$ cat config.mk
export PLATFORM = sky130hd
export DESIGN_NAME = pixel_countdown_overlay_flat
export DESIGN_NICKNAME = d
export VERILOG_FILES = /design/src/rtl/pixel_countdown_overlay_if.sv /design/src/rtl/pixel_countdown_overlay.sv /design/src/flat_wrapper.sv
export SDC_FILE = /design/constraint.sdc
export NUM_CORES = 1
export LEC_CHECK = 0
export ABC_AREA = 1
export BUFFER_PORTS_ARGS = -buffer_cell sky130_fd_sc_hd__buf_2
export CAP_MARGIN = 10
export CORE_MARGIN = 2
export CORE_UTILIZATION = 55
export CTS_CLUSTER_DIAMETER = 30
export DETAILED_ROUTE_END_ITERATION = 8
export GPL_ROUTABILITY_DRIVEN = 0
export MAX_ROUTING_LAYER = met4
export PLACE_DENSITY = 0.77
export SYNTH_ARGS = -nofsm -noshare
export SYNTH_HDL_FRONTEND = slang
export SYNTH_SLANG_ARGS = --single-unit
$ cat constraint.sdc
create_clock -name clk -period 3.9 [get_ports clk]
set_input_delay 0.78 -clock clk [delete_from_list [all_inputs] [get_ports clk]]
set_output_delay 0.78 -clock clk [all_outputs]
set_load 0.02 [all_outputs]
$ cat src/rtl/pixel_countdown_overlay_if.sv
// Bundle of the countdown control handshake and the VGA pixel stream for
// pixel_countdown_overlay; the overlay block is the slave side.
interface pixel_countdown_overlay_if #(
    parameter int DIGITS = 2
);
    logic                  start;
    logic                  pause;
    logic [4*DIGITS-1:0]   load_bcd;
    logic                  busy;
    logic                  done;
    logic [4*DIGITS-1:0]   sec_bcd;
    logic                  video_on;
    logic [10:0]           x;
    logic [10:0]           y;
    logic [11:0]           rgb;

    modport master (
        output start, pause, load_bcd, video_on, x, y,
        input  busy, done, sec_bcd, rgb
    );

    modport slave (
        input  start, pause, load_bcd, video_on, x, y,
        output busy, done, sec_bcd, rgb
    );
endinterface

$ cat src/rtl/pixel_countdown_overlay.sv
// BCD countdown with one-second prescaler and a scaled-glyph VGA overlay
// ("N..0" then "GO!") over a checkerboard, two-stage pixel pipeline.
module pixel_countdown_overlay #(
    parameter int          DIGITS   = 2,
    parameter int          TICK_DIV = 40_000_000,
    parameter int          GO_TICKS = 2,
    parameter int          SCALE    = 2,
    parameter int          ORG_X    = 368,
    parameter int          ORG_Y    = 256,
    parameter int          CHECK    = 80,
    parameter logic [11:0] FG       = 12'hFFF,
    parameter logic [11:0] BG_A     = 12'h0F0,
    parameter logic [11:0] BG_B     = 12'h000
) (
    input  logic                      clk,
    input  logic                      rst_n,
    pixel_countdown_overlay_if.slave  bus,
    output logic [1:0]                dbg_state_o
);
    localparam int W  = 4 * DIGITS;
    localparam int PW = (TICK_DIV > 1) ? $clog2(TICK_DIV) : 1;
    localparam int GW = (GO_TICKS > 0) ? $clog2(GO_TICKS + 1) : 1;
    localparam logic [PW-1:0] PRE_LAST = PW'(TICK_DIV - 1);
    localparam logic [GW-1:0] GO_LAST  = GW'(GO_TICKS - 1);
    localparam logic [10:0]   X_LO     = 11'(ORG_X);
    localparam logic [11:0]   X_HI     = 12'(ORG_X + DIGITS * (8 << SCALE));
    localparam logic [10:0]   Y_LO     = 11'(ORG_Y);
    localparam logic [11:0]   Y_HI     = 12'(ORG_Y + (16 << SCALE));
    localparam logic [10:0]   CHECK_W  = 11'(CHECK);

    typedef enum logic [1:0] {S_IDLE, S_COUNT, S_GO} state_t;

    state_t        state_q;
    logic [W-1:0]  cnt_q;
    logic [PW-1:0] pre_q;
    logic [GW-1:0] go_q;
    logic          done_q;
    logic          tick_w;

    logic [W-1:0]  shd_val_q;
    logic          shd_go_q;

    logic [10:0]   gsel_w;
    logic [6:0]    char_d;
    logic [3:0]    row_d;
    logic [2:0]    bit_d;
    logic          region_d;
    logic [11:0]   checker_d;

    logic [7:0]    word_q;
    logic [2:0]    bit_q;
    logic          region_q;
    logic [11:0]   checker_q;
    logic          von_q;
    logic [11:0]   rgb_q;

    function automatic logic [W-1:0] clamp_bcd(input logic [W-1:0] v);
        logic [W-1:0] r;
        r = v;
        for (int i = 0; i < DIGITS; i++)
            if (r[4*i +: 4] > 4'd9) r[4*i +: 4] = 4'd9;
        return r;
    endfunction

    function automatic logic [W-1:0] dec_bcd(input logic [W-1:0] v);
        logic [W-1:0] r;
        logic         borrow;
        r      = v;
        borrow = 1'b1;
        for (int i = 0; i < DIGITS; i++) begin
            if (borrow) begin
                if (r[4*i +: 4] == 4'd0) begin
                    r[4*i +: 4] = 4'd9;
                end else begin
                    r[4*i +: 4] = r[4*i +: 4] - 4'd1;
                    borrow      = 1'b0;
                end
            end
        end
        return r;
    endfunction

    // 8x16 glyphs, row 0 in the top byte, leftmost pixel in bit 7.
    function automatic logic [127:0] glyph(input logic [6:0] ch);
        case (ch)
            7'h30:   glyph = 128'h00007CC6C6CEDEF6E6C6C67C00000000;
            7'h31:   glyph = 128'h000018387818181818181818_7E000000 >> 0;
            7'h32:   glyph = 128'h00007CC6060C183060C0C6FE00000000;
            7'h33:   glyph = 128'h00007CC606063C060606C67C00000000;
            7'h34:   glyph = 128'h00000C1C3C6CCCFE0C0C0C1E00000000;
            7'h35:   glyph = 128'h0000FEC0C0C0FC060606C67C00000000;
            7'h36:   glyph = 128'h00003860C0C0FCC6C6C6C67C00000000;
            7'h37:   glyph = 128'h0000FEC606060C183030303000000000;
            7'h38:   glyph = 128'h00007CC6C6C67CC6C6C6C67C00000000;
            7'h39:   glyph = 128'h00007CC6C6C67E0606060C7800000000;
            7'h47:   glyph = 128'h00003C66C2C0C0DEC6C6663A00000000;
            7'h4F:   glyph = 128'h00007CC6C6C6C6C6C6C6C67C00000000;
            7'h21:   glyph = 128'h0000183C3C3C181818001818_00000000 >> 0;
            default: glyph = '0;
        endcase
    endfunction

    function automatic logic [7:0] rom_word(input logic [10:0] addr);
        logic [127:0] g;
        g = glyph(addr[10:4]);
        return 8'(g >> {~addr[3:0], 3'b000});
    endfunction

    // Control handshake: start is a one-cycle request that is always accepted
    // (even while busy or paused) and acknowledged by busy from the next cycle;
    // done pulses for one cycle as the GO banner expires and busy drops.
    assign tick_w = (state_q != S_IDLE) && !bus.pause && (pre_q == PRE_LAST);

    always_ff @(posedge clk or negedge rst_n) begin
        if (!rst_n) begin
            state_q <= S_IDLE;
            cnt_q   <= '0;
            pre_q   <= '0;
            go_q    <= '0;
            done_q  <= 1'b0;
        end else begin
            done_q <= 1'b0;
            if (bus.start) begin
                state_q <= S_COUNT;
                cnt_q   <= clamp_bcd(bus.load_bcd);
                pre_q   <= '0;
                go_q    <= '0;
            end else if (state_q != S_IDLE && !bus.pause) begin
                pre_q <= tick_w ? '0 : pre_q + 1'b1;
                if (tick_w) begin
                    if (state_q == S_COUNT) begin
                        if (cnt_q != '0) begin
                            cnt_q <= dec_bcd(cnt_q);
                        end else begin
                            state_q <= S_GO;
                            go_q    <= '0;
                        end
                    end else if (go_q == GO_LAST) begin
                        state_q <= S_IDLE;
                        done_q  <= 1'b1;
                    end else begin
                        go_q <= go_q + 1'b1;
                    end
                end
            end
        end
    end

    // Frame-start snapshot keeps a whole frame on one value and one state.
    always_ff @(posedge clk or negedge rst_n) begin
        if (!rst_n) begin
            shd_val_q <= '0;
            shd_go_q  <= 1'b0;
        end else if (bus.x == 11'd0 && bus.y == 11'd0) begin
            shd_val_q <= cnt_q;
            shd_go_q  <= (state_q == S_GO);
        end
    end

    assign gsel_w = (bus.x - X_LO) >> (3 + SCALE);

    always_comb begin : stage0
        logic [3:0] nib;
        logic       lz;
        nib       = 4'd0;
        lz        = 1'b1;
        char_d    = 7'h20;
        region_d  = ({1'b0, bus.x} >= {1'b0, X_LO}) && ({1'b0, bus.x} < X_HI) &&
                    ({1'b0, bus.y} >= {1'b0, Y_LO}) && ({1'b0, bus.y} < Y_HI);
        row_d     = 4'((bus.y - Y_LO) >> SCALE);
        bit_d     = 3'((bus.x - X_LO) >> SCALE);
        checker_d = (1'(bus.x / CHECK_W) ^ 1'(bus.y / CHECK_W)) ? BG_B : BG_A;
        // Digits scan MSB first so lz tracks "every digit so far is zero".
        for (int g = 0; g < DIGITS; g++) begin
            nib = shd_val_q[4*(DIGITS-1-g) +: 4];
            lz  = lz & (nib == 4'd0);
            if (gsel_w == 11'(g)) begin
                if (shd_go_q)
                    char_d = (g == 0) ? 7'h47 : (g == 1) ? 7'h4F : (g == 2) ? 7'h21 : 7'h20;
                else if (lz && g != DIGITS - 1)
                    char_d = 7'h20;
                else
                    char_d = {3'b011, nib};
            end
        end
    end

    always_ff @(posedge clk or negedge rst_n) begin
        if (!rst_n) begin
            word_q    <= '0;
            bit_q     <= '0;
            region_q  <= 1'b0;
            checker_q <= '0;
            von_q     <= 1'b0;
            rgb_q     <= '0;
        end else begin
            word_q    <= rom_word({char_d, row_d});
            bit_q     <= bit_d;
            region_q  <= region_d;
            checker_q <= checker_d;
            von_q     <= bus.video_on;
            if (!von_q)
                rgb_q <= '0;
            else if (region_q && word_q[~bit_q])
                rgb_q <= FG;
            else
                rgb_q <= checker_q;
        end
    end

    assign bus.busy    = (state_q != S_IDLE);
    assign bus.done    = done_q;
    assign bus.sec_bcd = cnt_q;
    assign bus.rgb     = rgb_q;
    assign dbg_state_o = state_q;
endmodule
$ cat src/flat_wrapper.sv
// flat-port wrapper written by rule: the top's interface ports become plain ports
module pixel_countdown_overlay_flat 
#(
    parameter int          DIGITS   = 2,
    parameter int          TICK_DIV = 40_000_000,
    parameter int          GO_TICKS = 2,
    parameter int          SCALE    = 2,
    parameter int          ORG_X    = 368,
    parameter int          ORG_Y    = 256,
    parameter int          CHECK    = 80,
    parameter logic [11:0] FG       = 12'hFFF,
    parameter logic [11:0] BG_A     = 12'h0F0,
    parameter logic [11:0] BG_B     = 12'h000
)
  (clk, rst_n, dbg_state_o, bus_start, bus_pause, bus_load_bcd, bus_video_on, bus_x, bus_y, bus_busy, bus_done, bus_sec_bcd, bus_rgb);
  pixel_countdown_overlay_if #(.DIGITS(DIGITS)) bus_i ();
  input  logic clk;
  input  logic rst_n;
  output logic [1:0] dbg_state_o;
  input wire logic [$bits(bus_i.start)-1:0] bus_start;
  input wire logic [$bits(bus_i.pause)-1:0] bus_pause;
  input wire logic [$bits(bus_i.load_bcd)-1:0] bus_load_bcd;
  input wire logic [$bits(bus_i.video_on)-1:0] bus_video_on;
  input wire logic [$bits(bus_i.x)-1:0] bus_x;
  input wire logic [$bits(bus_i.y)-1:0] bus_y;
  output wire logic [$bits(bus_i.busy)-1:0] bus_busy;
  output wire logic [$bits(bus_i.done)-1:0] bus_done;
  output wire logic [$bits(bus_i.sec_bcd)-1:0] bus_sec_bcd;
  output wire logic [$bits(bus_i.rgb)-1:0] bus_rgb;
  assign bus_i.start = bus_start;
  assign bus_i.pause = bus_pause;
  assign bus_i.load_bcd = bus_load_bcd;
  assign bus_i.video_on = bus_video_on;
  assign bus_i.x = bus_x;
  assign bus_i.y = bus_y;
  assign bus_busy = bus_i.busy;
  assign bus_done = bus_i.done;
  assign bus_sec_bcd = bus_i.sec_bcd;
  assign bus_rgb = bus_i.rgb;
  pixel_countdown_overlay #(.DIGITS(DIGITS), .TICK_DIV(TICK_DIV), .GO_TICKS(GO_TICKS), .SCALE(SCALE), .ORG_X(ORG_X), .ORG_Y(ORG_Y), .CHECK(CHECK), .FG(FG), .BG_A(BG_A), .BG_B(BG_B)) u_core (.clk(clk), .rst_n(rst_n), .bus(bus_i), .dbg_state_o(dbg_state_o));
endmodule
---- Yosys cells after proc, flatten, opt, wreduce, memory -nomap -nowiden ----
Index checks and enable logic that the tools add are counted.
cells by class
  equal/unequal tests ..................... 20
  shift operators ......................... 1
  bitwise operators ....................... 3
  muxes and demuxes ....................... 47
  reduce and logical (&&, ||, !) cells .... 26
  $add $sub $neg .......................... 6
  multipliers ............................. 0
  order comparisons ....................... 7
  divide/modulo/power cells ............... 2
operator list
  kind                     count
  $pmux W112 S13           1
  $shr A112 B7 Y8          1
  $mux W26                 3
  $eq A7 B6 Y1 const B     11
  $mux W8                  6
  $logic_not A11 Y1        3
  $mux W7                  4
  $add A26 B1 Y26 const B  1
  $eq A26 B26 Y1 const B   1
  $mux W12                 2
  $mux W2                  12
  $div A11 B7 Y11 const B  2
  $ge A11 B9 Y1 const B    2
  $lt A11 B9 Y1 const B    2
  $mux W4                  5
  $eq A7 B7 Y1 const B     2
  $logic_not A4 Y1         3
  $mux W1                  12
  $reduce_and A4 Y1        3
  $reduce_bool A2 Y1       6
  $sub A11 B9 Y11 const B  1
  $gt A4 B4 Y1 const B     2
  $reduce_bool A8 Y1       1
  $sub A4 B1 Y4 const B    2
  other kinds (17)         24
storage, ports and cells
  bits in writable memories ............... 0
  bits in registers ....................... 85
  bits in latches ......................... 0
  bits in read-only memories .............. 0
  word-level logic and storage cells ...... 126
  input bits .............................. 35
  memories kept ........................... 0

---- Longest topological paths before layout ----
  depth in word-level cells ............... 13
  gate-level depth with buffers ........... 26
  depth with buffers taken out ............ 26

---- Least setup slack after synthesis ----
Ideal clock, no wire load.
  path type ............................... input to register
  start point ............................. input port bus_x[4]
  end point ............................... register u_core.word_q[3]
  setup time .............................. 118 ps
  buffers on the path ..................... 0
  cell stages on the path ................. 21
  setup slack ............................. 1034 ps
  data required time ...................... 3782 ps
  arrival ................................. 2748 ps
  cell sequence ........................... ha_1 > nand2_2 > nand2_1 > nand2_2 > nand3_1 > nand2_4 > nand2_4 > nor2_8 > nand2_4 > nand2_4 > nor2_2 > o21ai_4 > nand2_4 > nor2_4 > nand3_2 > nand3_1 > nand2_1 > nand2_1 > nand2_1 > nor2_1 > nand2_1
between the ends
  longest elaborated chain between the ends .. 7
  elaborated cells on any way between the ends .. 20
RTL lines
  item                                          RTL line                        source
  start: declaration                            flat_wrapper.sv:24              input wire logic [$bits(bus_i.x)-1:0] bus_x;
  $sub A11 B9 Y11 *                             pixel_countdown_overlay.sv:160  assign gsel_w = (bus.x - X_LO) >> (3 + SCALE);
  $logic_not A11 Y1                             pixel_countdown_overlay.sv:177  if (gsel_w == 11'(g)) begin
  $mux W7                                       pixel_countdown_overlay.sv:177
  $mux W7 *                                     pixel_countdown_overlay.sv:177
  $eq A7 B6 Y1 or $eq A7 B7 Y1 (tied branches)  pixel_countdown_overlay.sv:85   case (ch)
  $pmux W112 S13 *                              pixel_countdown_overlay.sv:85
  $shr A112 B7 Y8 *                             pixel_countdown_overlay.sv:106  return 8'(g >> {~addr[3:0], 3'b000});
  end signal: assignment                        pixel_countdown_overlay.sv:197  word_q <= rom_word({char_d, row_d});
  end: declaration                              pixel_countdown_overlay.sv:50   logic [7:0] word_q;
Every way passes the cells marked *; elsewhere a longest branch is shown, timed or not.
A chain may end at the register's enable or synchronous reset.

---- Final worst setup path ----
  start point ............................. input port bus_x[4]
  end point ............................... register u_core.word_q[1]
Same word-level chain as after synthesis.

==> out/results.txt <==
result of the run = finished, final reports clean
flops & latches, synth = 63
Setup Fix Bufs, Post-CTS = 0
path type of the worst setup path = input pin to flop
count of TritonRoute iterations in the first routing pass = 6
power density cells = 335 mW/mm2
prevailing post-synth register cell = sky130_fd_sc_hd__dfrtp_1
Mapped Cells = 750
Vias = 5237
Hold Fails Final Rpt = 0
count of routing violations after the opening detailed-route iteration = 313
share of the cycle needed by the critical path after routing = 0.788
Sum Neg Setup Slack = 0 ns
total detailed-routing wirelength = 12800 um
type of origin of the critical path = input pin
die width = 99.1 um
highest attainable clock frequency = 0.325 GHz
clock latency reported for the late side of the worst-skew pair = 0.35 ns
Worst Path Max Fanout = 6
cts-stage hold buffer count = 0
via count of the first global-routing pass = 4780
Post-Syn Area per Cell = 6.63 um2
post-synthesis net count = 789
Worst R2R End = u_core.bus.sec_bcd[5]
Cell Count Post-Placement = 900
core footprint = 0.00876 mm2
number of warnings issued by yosys = 0
number of top-level pins = 59
initial core utilization = 0.568
share of the synthesized area in the top cell type = 0.317
post-detailed-route wirelength per cell = 14.0 um
cell depth of the worst flop-to-flop path = 13
remaining routing DRC violations = 0
share of post-route cells with drive strength above 1 = 0.168
half-perimeter wire length after detailed placement = 9640 um
Max Buffers Root-to-Sink = 2
clk_skew = 0.0109 ns
reported max-cap violation count = 0
number of antenna violations at the first check in global routing = 0
leakage power total = 0.00289 uW
NumNets Final = 842
sinks on the clock net = 63
portion of the post-synthesis area used by sequential elements = 0.317
largest cells by area after synthesis = sky130_fd_sc_hd__dfrtp_1 32%, sky130_fd_sc_hd__nand2_1 15%, sky130_fd_sc_hd__inv_1 6.5%
final slew viol count = 0
Post-Layout Cell Count = 916
clock tree from TritonCTS = yes
shortest period the worst path allows = 3.07 ns
actual slew at the worst max-slew pin = 0.919 ns
Worst Setup End Kind = flop
termination of the worst setup path = u_core.word_q[1]
share of synthesized flip-flops with an asynchronous set or reset = 1.00
setup-violating endpoint count in the final report = 0
number of H-tree levels = 3
Post-Syn Area = 0.00497 mm2
power after layout = 1840 uW
Chip Height = 99.1 um
cts repair resizes = 0
Syn-to-layout area delta = 10.5%
worst vdd ir = 0.251 mV
setup slack, reg-to-reg = 1.05 ns
synth unique cells = 54
number of core rows = 34
source of the critical timing path = bus_x[4]
clk slew on worst S/H paths = 0.09 ns
largest net degree at the start of global routing = 42
total clock buffers created by CTS = 9
buffer type at the clock tree root = sky130_fd_sc_hd__clkbuf_8
number of diodes added for antenna fixing = 0
library cell occupying the most area in the post-synthesis netlist = sky130_fd_sc_hd__dfrtp_1
kind of path behind the tightest hold check = flop to flop
post-detailed-route via-to-cell ratio = 5.72
all-layer global routing usage = 0.279
RSZ-0062 raised after global routing = false
arrival time of data at the critical path endpoint = 3.33 ns
number of enable flip-flop cells after synthesis = 0
global-route wire length before repair = 21900 um
worst rel slew slack = 0.387
data required time at the worst endpoint = 4.15 ns
area of the die = 0.00982 mm2
aggregate global routing overflow = 0
total of buffers placed on input and output ports = 58
FF-to-FF Start = u_core.pre_q[4]
DRT antenna net count = 0
==> worst max-delay path, cell delays in order <==
cell,delay (ns)
sky130_fd_sc_hd__buf_2,0.12
sky130_fd_sc_hd__ha_1,0.23
sky130_fd_sc_hd__nand2_2,0.11
sky130_fd_sc_hd__nand2_1,0.07
sky130_fd_sc_hd__nand2_2,0.08
sky130_fd_sc_hd__nand3_1,0.11
sky130_fd_sc_hd__nand2_4,0.12
sky130_fd_sc_hd__nand2_4,0.09
sky130_fd_sc_hd__nor2_8,0.14
sky130_fd_sc_hd__nand2_1,0.09
sky130_fd_sc_hd__nand2_2,0.12
sky130_fd_sc_hd__inv_4,0.07
sky130_fd_sc_hd__nand2_1,0.11
sky130_fd_sc_hd__nor2_4,0.07
sky130_fd_sc_hd__nor2_1,0.24
sky130_fd_sc_hd__nand2_1,0.15
sky130_fd_sc_hd__nor3_1,0.23
sky130_fd_sc_hd__o21ai_1,0.10
sky130_fd_sc_hd__nand2_1,0.09
sky130_fd_sc_hd__nand2_1,0.05
sky130_fd_sc_hd__nor2_1,0.09
sky130_fd_sc_hd__nor2_1,0.04
==> per-layer routing <==
layer | wire length [um] | up-vias | global-route usage | share of wire
met5 | 0 | - | - | 0
met4 | 502 | 0 | 0.126 | 0.039
met3 | 1050 | 56 | 0.0597 | 0.082
met2 | 5700 | 257 | 0.412 | 0.45
met1 | 5530 | 2353 | 0.368 | 0.43
li1 | - | 2571 | - | -
==> state kept, by name, indices dropped and copies added, names as in the netlist <==
signal,flops
u_core.pre_q,26
u_core.bus.sec_bcd,8
u_core.shd_val_q,8
u_core.word_q,7
u_core.bit_q,3
u_core.bus.rgb,2
u_core.dbg_state_o,2
u_core.go_q,2
u_core.bus.done,1
u_core.checker_q,1
u_core.region_q,1
u_core.shd_go_q,1
u_core.von_q,1
==> power breakdown <==
group	leakage [uW]	switching [uW]	total, uW	internal, uW
clock	0.0000919	303	541	238
sequential	0.000844	54.4	772	718
combinational	0.00195	357	529	172
==> cell families after synthesis <==
family	synth area share
AOI/OAI and AO/OA	0.139
and+or+nand+nor	0.410
buffers and inverters	0.0996
xor gates and xnor gates	0.0176
adders and majority gates	0.0101
DFF	0.317
muxes	0.00654
==> through the flow <==
stage	utilization	cell area, um2	setup slack [ns]	hold slack, ns
3_5_place_dp	0.607	5320	0.546	0.458
6_report	0.627	5500	0.828	0.468
5_1_grt	0.627	5500	0.590	0.515
4_1_cts	0.627	5500	0.890	0.479
2_1_floorplan	-	4970	1.03	0.426
3_3_place_gp	0.607	5320	0.602	0.439
==> placed cells by master, fill, tap and decap left out, types with 8 or more instances in the layout <==
cell type                  netlist  final
sky130_fd_sc_hd__nand2_2        12     12
sky130_fd_sc_hd__inv_2           8      8
sky130_fd_sc_hd__nor3_1         28     28
sky130_fd_sc_hd__o21ai_0        43     43
sky130_fd_sc_hd__buf_2           2     58
sky130_fd_sc_hd__clkbuf_8        0      9
sky130_fd_sc_hd__nor2_4          9      9
sky130_fd_sc_hd__dfrtp_1        63     63
sky130_fd_sc_hd__a21oi_1        33     33
sky130_fd_sc_hd__nand2_1       198    198
sky130_fd_sc_hd__nor2_1         86     86
sky130_fd_sc_hd__inv_1          86     86
sky130_fd_sc_hd__xor2_1          9      9
sky130_fd_sc_hd__nand3_1        52     52
sky130_fd_sc_hd__nand4_1        17     17
==> layout make-up <==
| class | instances | area [um2] |
|---|---|---|
| clock buffers | 9 | 124 |
| multi-input cells | 567 | 2900 |
| fillers | 788 | 3270 |
| well taps | 108 | 135 |
| repair buffers | 63 | 328 |
| clock inverters | 7 | 55.1 |
| flip-flops and latches | 63 | 1580 |
| inverters | 99 | 377 |
==> worst min path at each step <==
stage	startpoint	to	slack (ns)	depth (start not counted)
after floorplan	u_core.checker_q[6]	u_core.bus.rgb[7]	0.43	2
after global placement	u_core.checker_q[6]	u_core.bus.rgb[7]	0.44	2
after detailed placement	u_core.checker_q[6]	u_core.bus.rgb[7]	0.46	2
after CTS	u_core.checker_q[6]	u_core.bus.rgb[7]	0.48	2
after global routing	u_core.checker_q[6]	u_core.bus.rgb[7]	0.51	2
final	u_core.checker_q[6]	u_core.bus.rgb[7]	0.47	2
==> cell usage after synthesis (all sizes together) (2+ instances only) <==
library cell,count
nor4,6
nand3,58
nand4,17
or4,2
mux2,2
o211ai,4
o31ai,5
xor2,9
nand2,217
nor3b,2
a221oi,2
o32ai,2
inv,96
nor2,99
clkbuf,9
ha,4
o21ai,48
or2,2
nor3,28
clkinv,3
o22ai,4
a21oi,33
buf,12
dfrtp,63
a31oi,4
o2111ai,2
Note: power is estimated with default switching activity, not from simulation.
